<file path="src/rtl/data_ram_arbiter_if.sv">
// Bus bundle between the core/debug requesters, the data RAM arbiter and the RAM macro.
// The arbiter takes the slave view; the requesters and RAM together take the master view.
interface data_ram_arbiter_if #(
    parameter int ADDR_WIDTH = 10,
    parameter int DATA_WIDTH = 32
);
    localparam int BE_WIDTH = DATA_WIDTH / 8;

    logic                  core_req_i;
    logic                  core_we_i;
    logic [ADDR_WIDTH-1:0] core_addr_i;
    logic [BE_WIDTH-1:0]   core_be_i;
    logic [DATA_WIDTH-1:0] core_wdata_i;
    logic                  core_gnt_o;
    logic                  core_stall_o;
    logic                  core_rvalid_o;
    logic [DATA_WIDTH-1:0] core_rdata_o;

    logic                  dbg_req_i;
    logic                  dbg_we_i;
    logic [ADDR_WIDTH-1:0] dbg_addr_i;
    logic [BE_WIDTH-1:0]   dbg_be_i;
    logic [DATA_WIDTH-1:0] dbg_wdata_i;
    logic                  dbg_gnt_o;
    logic                  dbg_rvalid_o;
    logic [DATA_WIDTH-1:0] dbg_rdata_o;
    logic                  dbg_lock_i;
    logic                  dbg_locked_o;

    logic                  ram_en_o;
    logic [BE_WIDTH-1:0]   ram_we_o;
    logic [ADDR_WIDTH-1:0] ram_addr_o;
    logic [DATA_WIDTH-1:0] ram_wdata_o;
    logic [DATA_WIDTH-1:0] ram_rdata_i;

    modport slave (
        input  core_req_i, core_we_i, core_addr_i, core_be_i, core_wdata_i,
        output core_gnt_o, core_stall_o, core_rvalid_o, core_rdata_o,
        input  dbg_req_i, dbg_we_i, dbg_addr_i, dbg_be_i, dbg_wdata_i, dbg_lock_i,
        output dbg_gnt_o, dbg_rvalid_o, dbg_rdata_o, dbg_locked_o,
        output ram_en_o, ram_we_o, ram_addr_o, ram_wdata_o,
        input  ram_rdata_i
    );

    modport master (
        output core_req_i, core_we_i, core_addr_i, core_be_i, core_wdata_i,
        input  core_gnt_o, core_stall_o, core_rvalid_o, core_rdata_o,
        output dbg_req_i, dbg_we_i, dbg_addr_i, dbg_be_i, dbg_wdata_i, dbg_lock_i,
        input  dbg_gnt_o, dbg_rvalid_o, dbg_rdata_o, dbg_locked_o,
        input  ram_en_o, ram_we_o, ram_addr_o, ram_wdata_o,
        output ram_rdata_i
    );
endinterface

</file>
<file path="src/rtl/data_ram_arbiter.sv">
// Round-robin arbiter sharing the single-port data RAM between the core load/store path
// and the debug/loader unit, with same-cycle grant, one-deep read return and debug lock.
module data_ram_arbiter #(
    parameter int ADDR_WIDTH = 10,
    parameter int DATA_WIDTH = 32
) (
    input logic               clk_i,
    input logic               rst_i,
    data_ram_arbiter_if.slave bus
);
    localparam int BE_WIDTH = DATA_WIDTH / 8;

    typedef enum logic {ST_ARB, ST_LOCK} state_t;
    typedef enum logic {OWN_CORE, OWN_DBG} owner_t;

    state_t                r_state;
    state_t                w_stateNext;
    owner_t                r_lastGrant;
    owner_t                w_lastGrantNext;
    logic                  r_rdPending;
    owner_t                r_rdOwner;

    logic                  w_coreGnt;
    logic                  w_dbgGnt;
    logic                  w_issueRead;
    logic                  w_ramEn;
    logic [BE_WIDTH-1:0]   w_ramWe;
    logic [ADDR_WIDTH-1:0] w_ramAddr;
    logic [DATA_WIDTH-1:0] w_ramWdata;
    logic                  w_coreRvalid;
    logic                  w_dbgRvalid;

    // Grant decision and next state; nothing is issued to the RAM while reset is held.
    always_comb begin
        w_coreGnt       = 1'b0;
        w_dbgGnt        = 1'b0;
        w_stateNext     = r_state;
        w_lastGrantNext = r_lastGrant;

        case (r_state)
            ST_ARB: begin
                if (bus.core_req_i && bus.dbg_req_i) begin
                    w_coreGnt = (r_lastGrant == OWN_DBG);
                    w_dbgGnt  = (r_lastGrant == OWN_CORE);
                end else begin
                    w_coreGnt = bus.core_req_i;
                    w_dbgGnt  = bus.dbg_req_i;
                end
                if (bus.dbg_lock_i) begin
                    w_stateNext = ST_LOCK;
                end
            end
            ST_LOCK: begin
                w_dbgGnt = bus.dbg_req_i;
                if (!bus.dbg_lock_i) begin
                    w_stateNext = ST_ARB;
                end
            end
            default: begin
                w_stateNext = ST_ARB;
            end
        endcase

        if (rst_i) begin
            w_coreGnt = 1'b0;
            w_dbgGnt  = 1'b0;
        end

        if (w_coreGnt) begin
            w_lastGrantNext = OWN_CORE;
        end else if (w_dbgGnt) begin
            w_lastGrantNext = OWN_DBG;
        end

        // Leaving lock always hands the first contended slot back to the core.
        if (r_state == ST_LOCK && !bus.dbg_lock_i) begin
            w_lastGrantNext = OWN_DBG;
        end
    end

    assign w_issueRead = (w_coreGnt && !bus.core_we_i) || (w_dbgGnt && !bus.dbg_we_i);

    always_ff @(posedge clk_i) begin
        if (rst_i) begin
            r_state     <= ST_ARB;
            r_lastGrant <= OWN_DBG;
            r_rdPending <= 1'b0;
            r_rdOwner   <= OWN_CORE;
        end else begin
            r_state     <= w_stateNext;
            r_lastGrant <= w_lastGrantNext;
            r_rdPending <= w_issueRead;
            r_rdOwner   <= w_dbgGnt ? OWN_DBG : OWN_CORE;
        end
    end

    always_comb begin
        w_ramEn    = 1'b0;
        w_ramWe    = '0;
        w_ramAddr  = '0;
        w_ramWdata = '0;
        if (w_coreGnt) begin
            w_ramEn    = 1'b1;
            w_ramWe    = bus.core_we_i ? bus.core_be_i : '0;
            w_ramAddr  = bus.core_addr_i;
            w_ramWdata = bus.core_wdata_i;
        end else if (w_dbgGnt) begin
            w_ramEn    = 1'b1;
            w_ramWe    = bus.dbg_we_i ? bus.dbg_be_i : '0;
            w_ramAddr  = bus.dbg_addr_i;
            w_ramWdata = bus.dbg_wdata_i;
        end
    end

    // A reset landing on the return cycle suppresses the pending read's rvalid.
    assign w_coreRvalid = r_rdPending && (r_rdOwner == OWN_CORE) && !rst_i;
    assign w_dbgRvalid  = r_rdPending && (r_rdOwner == OWN_DBG) && !rst_i;

    assign bus.core_gnt_o    = w_coreGnt;
    assign bus.core_stall_o  = bus.core_req_i && !w_coreGnt;
    assign bus.core_rvalid_o = w_coreRvalid;
    assign bus.core_rdata_o  = w_coreRvalid ? bus.ram_rdata_i : '0;

    assign bus.dbg_gnt_o     = w_dbgGnt;
    assign bus.dbg_rvalid_o  = w_dbgRvalid;
    assign bus.dbg_rdata_o   = w_dbgRvalid ? bus.ram_rdata_i : '0;
    assign bus.dbg_locked_o  = (r_state == ST_LOCK);

    assign bus.ram_en_o      = w_ramEn;
    assign bus.ram_we_o      = w_ramWe;
    assign bus.ram_addr_o    = w_ramAddr;
    assign bus.ram_wdata_o   = w_ramWdata;
endmodule

</file>
<file path="src/flat_wrapper.sv">
// flat-port wrapper written by rule: the top's interface ports become plain ports
module data_ram_arbiter_flat 
#(
    parameter int ADDR_WIDTH = 10,
    parameter int DATA_WIDTH = 32
)
  (clk_i, rst_i, bus_core_req_i, bus_core_we_i, bus_core_addr_i, bus_core_be_i, bus_core_wdata_i, bus_core_gnt_o, bus_core_stall_o, bus_core_rvalid_o, bus_core_rdata_o, bus_dbg_req_i, bus_dbg_we_i, bus_dbg_addr_i, bus_dbg_be_i, bus_dbg_wdata_i, bus_dbg_lock_i, bus_dbg_gnt_o, bus_dbg_rvalid_o, bus_dbg_rdata_o, bus_dbg_locked_o, bus_ram_en_o, bus_ram_we_o, bus_ram_addr_o, bus_ram_wdata_o, bus_ram_rdata_i);
  data_ram_arbiter_if #(.ADDR_WIDTH(ADDR_WIDTH), .DATA_WIDTH(DATA_WIDTH)) bus_i ();
  input logic clk_i;
  input logic rst_i;
  input wire logic [$bits(bus_i.core_req_i)-1:0] bus_core_req_i;
  input wire logic [$bits(bus_i.core_we_i)-1:0] bus_core_we_i;
  input wire logic [$bits(bus_i.core_addr_i)-1:0] bus_core_addr_i;
  input wire logic [$bits(bus_i.core_be_i)-1:0] bus_core_be_i;
  input wire logic [$bits(bus_i.core_wdata_i)-1:0] bus_core_wdata_i;
  output wire logic [$bits(bus_i.core_gnt_o)-1:0] bus_core_gnt_o;
  output wire logic [$bits(bus_i.core_stall_o)-1:0] bus_core_stall_o;
  output wire logic [$bits(bus_i.core_rvalid_o)-1:0] bus_core_rvalid_o;
  output wire logic [$bits(bus_i.core_rdata_o)-1:0] bus_core_rdata_o;
  input wire logic [$bits(bus_i.dbg_req_i)-1:0] bus_dbg_req_i;
  input wire logic [$bits(bus_i.dbg_we_i)-1:0] bus_dbg_we_i;
  input wire logic [$bits(bus_i.dbg_addr_i)-1:0] bus_dbg_addr_i;
  input wire logic [$bits(bus_i.dbg_be_i)-1:0] bus_dbg_be_i;
  input wire logic [$bits(bus_i.dbg_wdata_i)-1:0] bus_dbg_wdata_i;
  input wire logic [$bits(bus_i.dbg_lock_i)-1:0] bus_dbg_lock_i;
  output wire logic [$bits(bus_i.dbg_gnt_o)-1:0] bus_dbg_gnt_o;
  output wire logic [$bits(bus_i.dbg_rvalid_o)-1:0] bus_dbg_rvalid_o;
  output wire logic [$bits(bus_i.dbg_rdata_o)-1:0] bus_dbg_rdata_o;
  output wire logic [$bits(bus_i.dbg_locked_o)-1:0] bus_dbg_locked_o;
  output wire logic [$bits(bus_i.ram_en_o)-1:0] bus_ram_en_o;
  output wire logic [$bits(bus_i.ram_we_o)-1:0] bus_ram_we_o;
  output wire logic [$bits(bus_i.ram_addr_o)-1:0] bus_ram_addr_o;
  output wire logic [$bits(bus_i.ram_wdata_o)-1:0] bus_ram_wdata_o;
  input wire logic [$bits(bus_i.ram_rdata_i)-1:0] bus_ram_rdata_i;
  assign bus_i.core_req_i = bus_core_req_i;
  assign bus_i.core_we_i = bus_core_we_i;
  assign bus_i.core_addr_i = bus_core_addr_i;
  assign bus_i.core_be_i = bus_core_be_i;
  assign bus_i.core_wdata_i = bus_core_wdata_i;
  assign bus_core_gnt_o = bus_i.core_gnt_o;
  assign bus_core_stall_o = bus_i.core_stall_o;
  assign bus_core_rvalid_o = bus_i.core_rvalid_o;
  assign bus_core_rdata_o = bus_i.core_rdata_o;
  assign bus_i.dbg_req_i = bus_dbg_req_i;
  assign bus_i.dbg_we_i = bus_dbg_we_i;
  assign bus_i.dbg_addr_i = bus_dbg_addr_i;
  assign bus_i.dbg_be_i = bus_dbg_be_i;
  assign bus_i.dbg_wdata_i = bus_dbg_wdata_i;
  assign bus_i.dbg_lock_i = bus_dbg_lock_i;
  assign bus_dbg_gnt_o = bus_i.dbg_gnt_o;
  assign bus_dbg_rvalid_o = bus_i.dbg_rvalid_o;
  assign bus_dbg_rdata_o = bus_i.dbg_rdata_o;
  assign bus_dbg_locked_o = bus_i.dbg_locked_o;
  assign bus_ram_en_o = bus_i.ram_en_o;
  assign bus_ram_we_o = bus_i.ram_we_o;
  assign bus_ram_addr_o = bus_i.ram_addr_o;
  assign bus_ram_wdata_o = bus_i.ram_wdata_o;
  assign bus_i.ram_rdata_i = bus_ram_rdata_i;
  data_ram_arbiter #(.ADDR_WIDTH(ADDR_WIDTH), .DATA_WIDTH(DATA_WIDTH)) u_core (.clk_i(clk_i), .rst_i(rst_i), .bus(bus_i));
endmodule
</file>
<file path="config.mk">
export PLATFORM = sky130hd
export DESIGN_NAME = data_ram_arbiter_flat
export DESIGN_NICKNAME = d
export VERILOG_FILES = /design/src/rtl/data_ram_arbiter_if.sv /design/src/rtl/data_ram_arbiter.sv /design/src/flat_wrapper.sv
export SDC_FILE = /design/constraint.sdc
export NUM_CORES = 1
export LEC_CHECK = 0
export CAP_MARGIN = 20
export CELL_PAD_IN_SITES_DETAIL_PLACEMENT = 1
export CELL_PAD_IN_SITES_GLOBAL_PLACEMENT = 2
export CORE_MARGIN = 1
export CORE_UTILIZATION = 10
export CTS_CLUSTER_SIZE = 28
export DETAILED_ROUTE_END_ITERATION = 16
export PLACE_DENSITY_LB_ADDON = 0.25
export SETUP_SLACK_MARGIN = 0.05
export SYNTH_ARGS = -nofsm -noshare
export SYNTH_HDL_FRONTEND = slang
export SYNTH_SLANG_ARGS = --single-unit
</file>
<file path="constraint.sdc">
create_clock -name clk_i -period 1.7 [get_ports clk_i]
set_input_delay 0.34 -clock clk_i [delete_from_list [all_inputs] [get_ports clk_i]]
set_output_delay 0.34 -clock clk_i [all_outputs]
set_load 0.01 [all_outputs]
</file>
# After elaboration in Yosys (flattened, before gate mapping)
# Cells that the tools add are included.
# W data, S select, Z words.
# word_totals
out_inout_bits	117
input_bits	131
ff_bits	4
# op_classes
mux	21
reduce_logical	17
bitwise_logic	3
# ops
op	n
$mux W32	4
$mux W10	2
$mux W4	4
$mux W1	10
$logic_and A1 B1 Y1	9
$logic_not A1 Y1	5
$not A1 Y1	3
$pmux W1 S2	1
$reduce_bool A2 Y1	1
$reduce_or A2 Y1	1
$logic_or A1 B1 Y1	1

# Logic depth before layout (Yosys ltp)
# Gate-level depths: netlist of run 1.
# logic_depth
ltp_word	6
depth_mapped	4
depth_no_buf	3

# Least setup slack after synthesis of run 1
# Ideal clock, no wire load.
# synth_timing
path_type	register to output
startpoint	reg u_core.r_state, in the netlist u_core.bus.dbg_locked_o
endpoint	out bus_ram_wdata_o[22]
arrival_time_ps	1356
required_time_ps	1360
stages_incl_launch_ff	5
setup_slack_ps	4
n_path_buf	1
path_cell_list	dfxtp_1 -> and3b_4 -> nor3b_4 -> buf_6 -> a22o_1
# synth_via
elab_chain_cells	5
# synth_rtl
item	line	rtl
start, declared	data_ram_arbiter.sv:16	state_t r_state;
start signal, assigned	data_ram_arbiter.sv:90	r_state <= w_stateNext;
$not A1 Y1	--	
$pmux W1 S2 (*)	data_ram_arbiter.sv:40	case (r_state)
$mux W1 (*)	data_ram_arbiter.sv:64	if (rst_i) begin
via bus_dbg_gnt_o	flat_wrapper.sv:26	output wire logic [$bits(bus_i.dbg_gnt_o)-1:0] bus_dbg_gnt_o;
$mux W32 (*)	data_ram_arbiter.sv:107	end else if (w_dbgGnt) begin
$mux W32 (*)	data_ram_arbiter.sv:102	if (w_coreGnt) begin
end, declared	flat_wrapper.sv:33	output wire logic [$bits(bus_i.ram_wdata_o)-1:0] bus_ram_wdata_o;
# Mark *: on every way through the listed nets, which the timed path passes. The rest lies on a longest branch.

# Final worst setup path of run 1
# layout_timing
startpoint	reg u_core.r_lastGrant
endpoint	out bus_ram_we_o[0]
# layout_via
elab_chain_cells	6
# layout_rtl
item	line	rtl
start, declared	data_ram_arbiter.sv:18	owner_t r_lastGrant;
start signal, assigned	data_ram_arbiter.sv:91	r_lastGrant <= w_lastGrantNext;
$not A1 Y1	data_ram_arbiter.sv:44	w_dbgGnt = (r_lastGrant == OWN_CORE);
$mux W1	data_ram_arbiter.sv:42	if (bus.core_req_i && bus.dbg_req_i) begin
$pmux W1 S2	data_ram_arbiter.sv:40	
$mux W1	data_ram_arbiter.sv:64	
$mux W4	data_ram_arbiter.sv:107	
$mux W4 (*)	data_ram_arbiter.sv:102	
end, declared	flat_wrapper.sv:31	output wire logic [$bits(bus_i.ram_we_o)-1:0] bus_ram_we_o;
# Every way passes the cells marked *; elsewhere a longest branch is shown, timed or not.

==> reports/qor.yml, run 1 <==
outcome: "finished with violations"
violations: "setup timing"
dr.pass1.iters: 4
worst-path-max-fanout: 6
ys_top_cells_by_area: "and2_1 35%, a22o_1 33%, dfxtp_1 7.0%, buf_6 4.0%, a32o_1 3.5%"
clkSinkCount: 4
tightest_slew_ns: 0.2681
die_w_um: 108.6
path_cells: "nor2b_4 -> nor4b_4 -> buf_6 -> buf_12 -> buf_16 -> buf_6 -> a32o_1 -> buf_2"
die_h_um: 108.6
ant_nets: 0
nets: 585
clk_latency_ns: 0.23
fillers: 1207
hold_viol_final: 0
slowest_stage: "dfxtp_4"
start_kind: "register"
critPathMaxStageDelay_ns: 0.36
syn_inst: 147
track_usage: 0.1614
period_needed_ns: 2.026
h-tree-depth: 1
arrival_ns: 1.69
cp_common_cell: "buf_6"
critPathTopFamily: "buffers and inverters"
fin_crit_sh: 1.192
row_count: 38
use_met2: 0.3341
n_antenna_cell: 0
pwr-share-clk: 0.256
powerDensity_nw_per_um2: 295.3
cts_buffers: 3
top_usage_layer: "met2"
synth_top_area_frac: 0.3524
grtUsageMet1: 0.1492
combPwrFrac: 0.671
portBuffers: 247
slew_violations: 0
max-cap-violations: 0
cts_tree: "done"
p_leak_uw: 0.002299
clockBufferDepth: 2
dp_slack_ns: -1.002
finalWirelength_mm: 10.87
gp_congestion: 0.6801
critPathKind: "register to primary output"
pin_count: 248
area.growth.synth_to_final_pct: 332.2
ys_types: 18
fmax_mhz: 493.5
min_from: "rst_i"
drc: 0
grt_max_degree: 24
clock_skew_ns: 0.001957
worst_hold_slack_ns: 0.2942
post-route-worst-setup-slack_ns: -0.3264
dp_hpwl_mm: 6.580
slew_headroom: 0.8207
most-common-layout-cells: "128 x clkdlybuf4s50_1, 106 x buf_6, 64 x and2_4, 43 x a22o_1, 41 x buf_2"
seqPwrFrac: 0.073
netlist_area_um2: 1136
final_common_cell: "clkdlybuf4s50_1"
required_ns: 1.36
synth_nets: 278
seq_area_um2: 86.33
ys.warnings.count: 0
grtUsageMet3: 0.04882
final_util: 0.4490
multi_input_area_um2: 1146
critPathBufInv: 5
postSynthAreaPerCell_um2: 7.729
antenna_found_initial: 0
tns_ns: -14.57
grt_pass1_vias: 2618
peakVddDrop_mv: 0.3603
rsz0062_at_grt: "true"
layout-drive-gt1-share: 0.5973
endpoint_kind: "primary output"
r2r-start: "u_core.r_lastGrant"
cts_root_buf: "clkbuf_16"
switching_power_uw: 397.3
routed_via_density: 4.118
clkTransAtPathRegs_ns: 0.03
p_sw_frac: 0.2740
via_count: 2438
initial_core_util: 0.1039
core_um2: 10940
wire_per_inst_um: 18.35
yosysTopAreaCell: "and2_1"
gr-total-overflow: 0
grt_pass1_wl_mm: 14.30
dieArea_um2: 11790
cts_hold_buf: 0
drtIter0Drc: 24
crit_path_start: "u_core.r_lastGrant"
ys_seq_area_frac: 0.07048
synth-seq-cells: 4
power.internal_uw: 1053
final-setup-viol-count: 88
hp-class: "primary input to register"
==> final cells by class <==
type / count / area share
multi-input cells: 125 / 0.2334
inverters: 2 / 0.001529
clock buffers: 3 / 0.01529
well taps: 140 / 0.03568
repair buffers: 318 / 0.6965
flip-flops and latches: 4 / 0.01758
==> metal layers <==
| layer | wire length (um) | up-vias |
|---|---|---|
| li1 | - | 1151 |
| met1 | 3585 | 1118 |
| met2 | 6054 | 160 |
| met3 | 1101 | 9 |
| met4 | 124 | 0 |
| met5 | 0 | - |
==> synthesized netlist by cell type <==
master and n:
nor3b_2 1, o21bai_1 1, nor4b_2 2, or2_1 1, nor3b_4 1, dfxtp_1 4, nor2b_1 4, nor3_1 1
clkbuf_1 6, buf_2 6, inv_1 2, and3b_4 1, a22o_1 43, nor3b_1 1, and2_1 64, a32o_1 4
and3b_1 1, buf_6 4
==> through the flow <==
step                power [uW]  cell area, um^2  cells
floorplan                323.8             1137    147
global placement         884.6             3851    532
detailed placement       891.8             3851    532
CTS                       1424             4611    592
global route              1521             4910    592
finish                    1450             4910    592
==> power groups by stage <==
stage,sequential (uW),clock (uW),combinational [uW]
floorplan,106,0,218
detailed placement,107,0,785
finish,105,372,973
CTS,106,378,940
global placement,106,0,778
global route,106,385,1030
==> sequential cells by signal, indices dropped and copies added, names as in the netlist <==
register and count:
u_core.r_rdOwner 1, u_core.r_rdPending 1, u_core.bus.dbg_locked_o 1, u_core.r_lastGrant 1
==> what timing repair did <==
item,in CTS,in global routing
endpoints found under the setup margin,116,115
gates resized for setup,613,80
pin swaps,66,24
setup buffers,44,2
gates cloned,13,5
==> path summary, 6_finish.rpt <==
check,end,slack [ns],depth (start not counted)
worst max-delay path,bus_ram_we_o[0],-0.33,8
worst max register to register,u_core.r_rdPending,0.20,8
worst min-delay path,u_core.r_rdOwner,0.29,2
worst min register to register,u_core.r_lastGrant,0.57,2
==> logic make-up (layout without fill, tap and decap cells) <==
group | Yosys count | count (layout) | synth area share
flip-flops | 4 | 4 | 0.07049
AND/OR/NAND/NOR | 77 | 77 | 0.4637
buffers and inverters | 18 | 323 | 0.09251
AO/OA/AOI/OAI | 48 | 48 | 0.3734
(Power assumes the default switching activity.)
==> inputs of run 2 (changes only) <==
==> constraint.sdc (replaced) <==
create_clock -name clk_i -period 2.1 [get_ports clk_i]
set_input_delay 0.42 -clock clk_i [delete_from_list [all_inputs] [get_ports clk_i]]
set_output_delay 0.42 -clock clk_i [all_outputs]
set_load 0.01 [all_outputs]
==> run 2 against run 1 <==
Compared with the run above:
- the run now ends clean
- clock skew fell by 0.0015 ns
- clock-buffer cell count did not move
- wire length fell by 13%
- design area fell by 16%
- critical endpoint is now bus_ram_we_o[2]
- clock power fell by 19%
- register-to-register slack improved by 0.42 ns
- first-iteration DRC count rose by 130%
- sequential power fell by 18%
- critical path depth fell by 1
- flip-flop and latch count did not move
- via count fell by 7.4%
- core utilization fell by 7.3 points
==> reports/qor.yml, run 2 (same netlist as run 1, synthesis figures left out) <==
clk_latency_ns: 0.23
critPathBufInv: 4
area.growth.synth_to_final_pct: 261.7
cts_buffers: 3
slew_headroom: 0.8587
slew_violations: 0
gr-total-overflow: 0
tightest_slew_ns: 0.2110
row_count: 38
h-tree-depth: 1
hold-path-cell-count: 2
required_ns: 1.68
wire_per_inst_um: 16.85
dr.pass1.iters: 3
outcome: "complete, no violations"
critPathKind: "register to primary output"
ff2ff_path_depth: 8
grt_pass1_vias: 2400
start_kind: "register"
fin_crit_sh: 0.9849
cts_root_buf: "clkbuf_16"
critPathMaxStageDelay_ns: 0.35
via_count: 2257
critPathTopFamily: "buffers and inverters"
clock_skew_ns: 0.0004252
ant_nets: 0
drtIter0Drc: 54
initial_core_util: 0.1039
fmax_mhz: 483.5
fillers: 1273
p_leak_uw: 0.001963
powerDensity_nw_per_um2: 261.1
dpl_cell_area_um2: 3835
most-common-layout-cells: "128 x clkdlybuf4s50_1, 64 x and2_1, 45 x buf_2, 42 x a22o_1, 23 x clkbuf_2"
nets: 555
n_antenna_cell: 0
die_w_um: 108.6
hp-class: "primary input to register"
hold_viol_final: 0
gp_congestion: 0.7226
grt_pass1_wl_mm: 12.95
routed_via_density: 4.016
dp_hpwl_mm: 6.387
rsz0062_at_grt: "true"
max-cap-violations: 0
grt_max_degree: 23
pin_count: 248
clockBufferDepth: 2
core_um2: 10940
clkTransAtPathRegs_ns: 0.03
slowest_stage: "dfxtp_4"
arrival_ns: 1.65
drc: 0
worst-path-max-fanout: 3
final_common_cell: "clkdlybuf4s50_1"
cts_tree: "done"
track_usage: 0.1448
die_h_um: 108.6
portBuffers: 247
antenna_found_initial: 0
cp.depth: 7
period_needed_ns: 2.068
final-setup-viol-count: 0
finalWirelength_mm: 9.472
path_cells: "and3b_4 -> buf_6 -> nor4b_4 -> buf_4 -> buf_6 -> a32o_1 -> buf_2"
dieArea_um2: 11790
power_uw: 1073
cp_common_cell: "buf_6"
clkSinkCount: 4
peakVddDrop_mv: 0.1970
layout-drive-gt1-share: 0.3175
finalInstanceArea_um2: 4109
endpoint_kind: "primary output"
[run 2: cell types whose count changed in the layout (fill, tap and decap cells not counted), moves of 3 or more]
cell             before  now
buf_12               11    8
and2_4               64    0
clkdlybuf4s15_2       1    4
dlygate4sd2_1         0   20
buf_6               106   17
buf_2                41   45
and2_1                0   64
clkdlybuf4s15_1       0   19
clkbuf_2              0   23
buf_8                 6    0
[run 2: per-stage QoR]
step / setup TNS, ns / utilization / hold slack [ns] / std cells / setup slack, ns
4_1_cts: -0.2221 / 0.3759 / 0.4223 / 558 / -0.03944
3_5_place_dp: -75.31 / 0.3507 / 0.5555 / 530 / -0.7949
6_report: 0 / 0.3757 / 0.4282 / 562 / 0.03170
2_1_floorplan: 0 / - / 0.4998 / 147 / 0.2857
3_3_place_gp: -72.70 / 0.3507 / 0.5375 / 530 / -0.7801
5_1_grt: -0.3209 / 0.3757 / 0.4360 / 562 / -0.04735
[run 2: metal layers]
metal | GRT usage | part of all wire
met5 | 0 | 0
met4 | 0.02606 | 0.0054
met3 | 0.04641 | 0.12
met2 | 0.3047 | 0.55
met1 | 0.1323 | 0.33
[run 2: where the power goes]
group / internal (uW) / leakage (uW) / switching [uW] / total, uW
Sequential: 81.2 / 0.0000334 / 4.59 / 85.8
Combinational: 454 / 0.00189 / 232 / 686
Clock: 244 / 0.0000370 / 57.3 / 301
Total: 779 / 0.00196 / 294 / 1070
[run 2: layout make-up]
type	instances	area (um^2)	share of cell area
timing repair buffer	288	2774	0.6751
multi-input combinational	125	992.2	0.2415
tap	140	175.2	0.04263
sequential	4	85.08	0.02071
clock buffer	3	75.07	0.01827
inverter	2	7.507	0.001827
[run 2: path summary, 6_finish.rpt]
check | from | to | slack (ns)
worst max-delay path | u_core.bus.dbg_locked_o | bus_ram_we_o[2] | 0.03
worst max register to register | u_core.r_lastGrant | u_core.r_rdPending | 0.62
worst min register to register | u_core.r_lastGrant | u_core.r_lastGrant | 0.59
worst min-delay path | rst_i | u_core.bus.dbg_locked_o | 0.43
[run 2: worst register-to-register path: cells and delay by family, from the launching register on]
family / cells / cell delay, ns
AOI/OAI and AO/OA: 1 / 0.22
and+or+nand+nor: 2 / 0.18
buffers and inverters: 5 / 0.65
DFF: 1 / 0.33
[run 2: timing repair]
action / 4_1_cts / 5_1_grt
buffers inserted: 14 / 5
hold buffers: 0 / 0
setup endpoints to repair: 116 / 85
resized for setup: 325 / 70
pin swaps: 34 / 20
gates cloned: 11 / 3
==> inputs of run 3 (changes only) <==
--- a/config.mk
+++ b/config.mk
@@ -5,6 +5,7 @@
 export SDC_FILE = /design/constraint.sdc
 export NUM_CORES = 1
 export LEC_CHECK = 0
+export ABC_CLOCK_PERIOD_IN_PS = 2100
 export CAP_MARGIN = 20
 export CELL_PAD_IN_SITES_DETAIL_PLACEMENT = 1
 export CELL_PAD_IN_SITES_GLOBAL_PLACEMENT = 2
@@ -12,6 +13,7 @@
 export CORE_UTILIZATION = 10
 export CTS_CLUSTER_SIZE = 28
 export DETAILED_ROUTE_END_ITERATION = 16
+export HOLD_SLACK_MARGIN = 0.15
 export PLACE_DENSITY_LB_ADDON = 0.25
 export SETUP_SLACK_MARGIN = 0.05
 export SYNTH_ARGS = -nofsm -noshare
==> results of run 3 <==
Same layout as run 2: the final DEF is identical, and so are final timing and power.
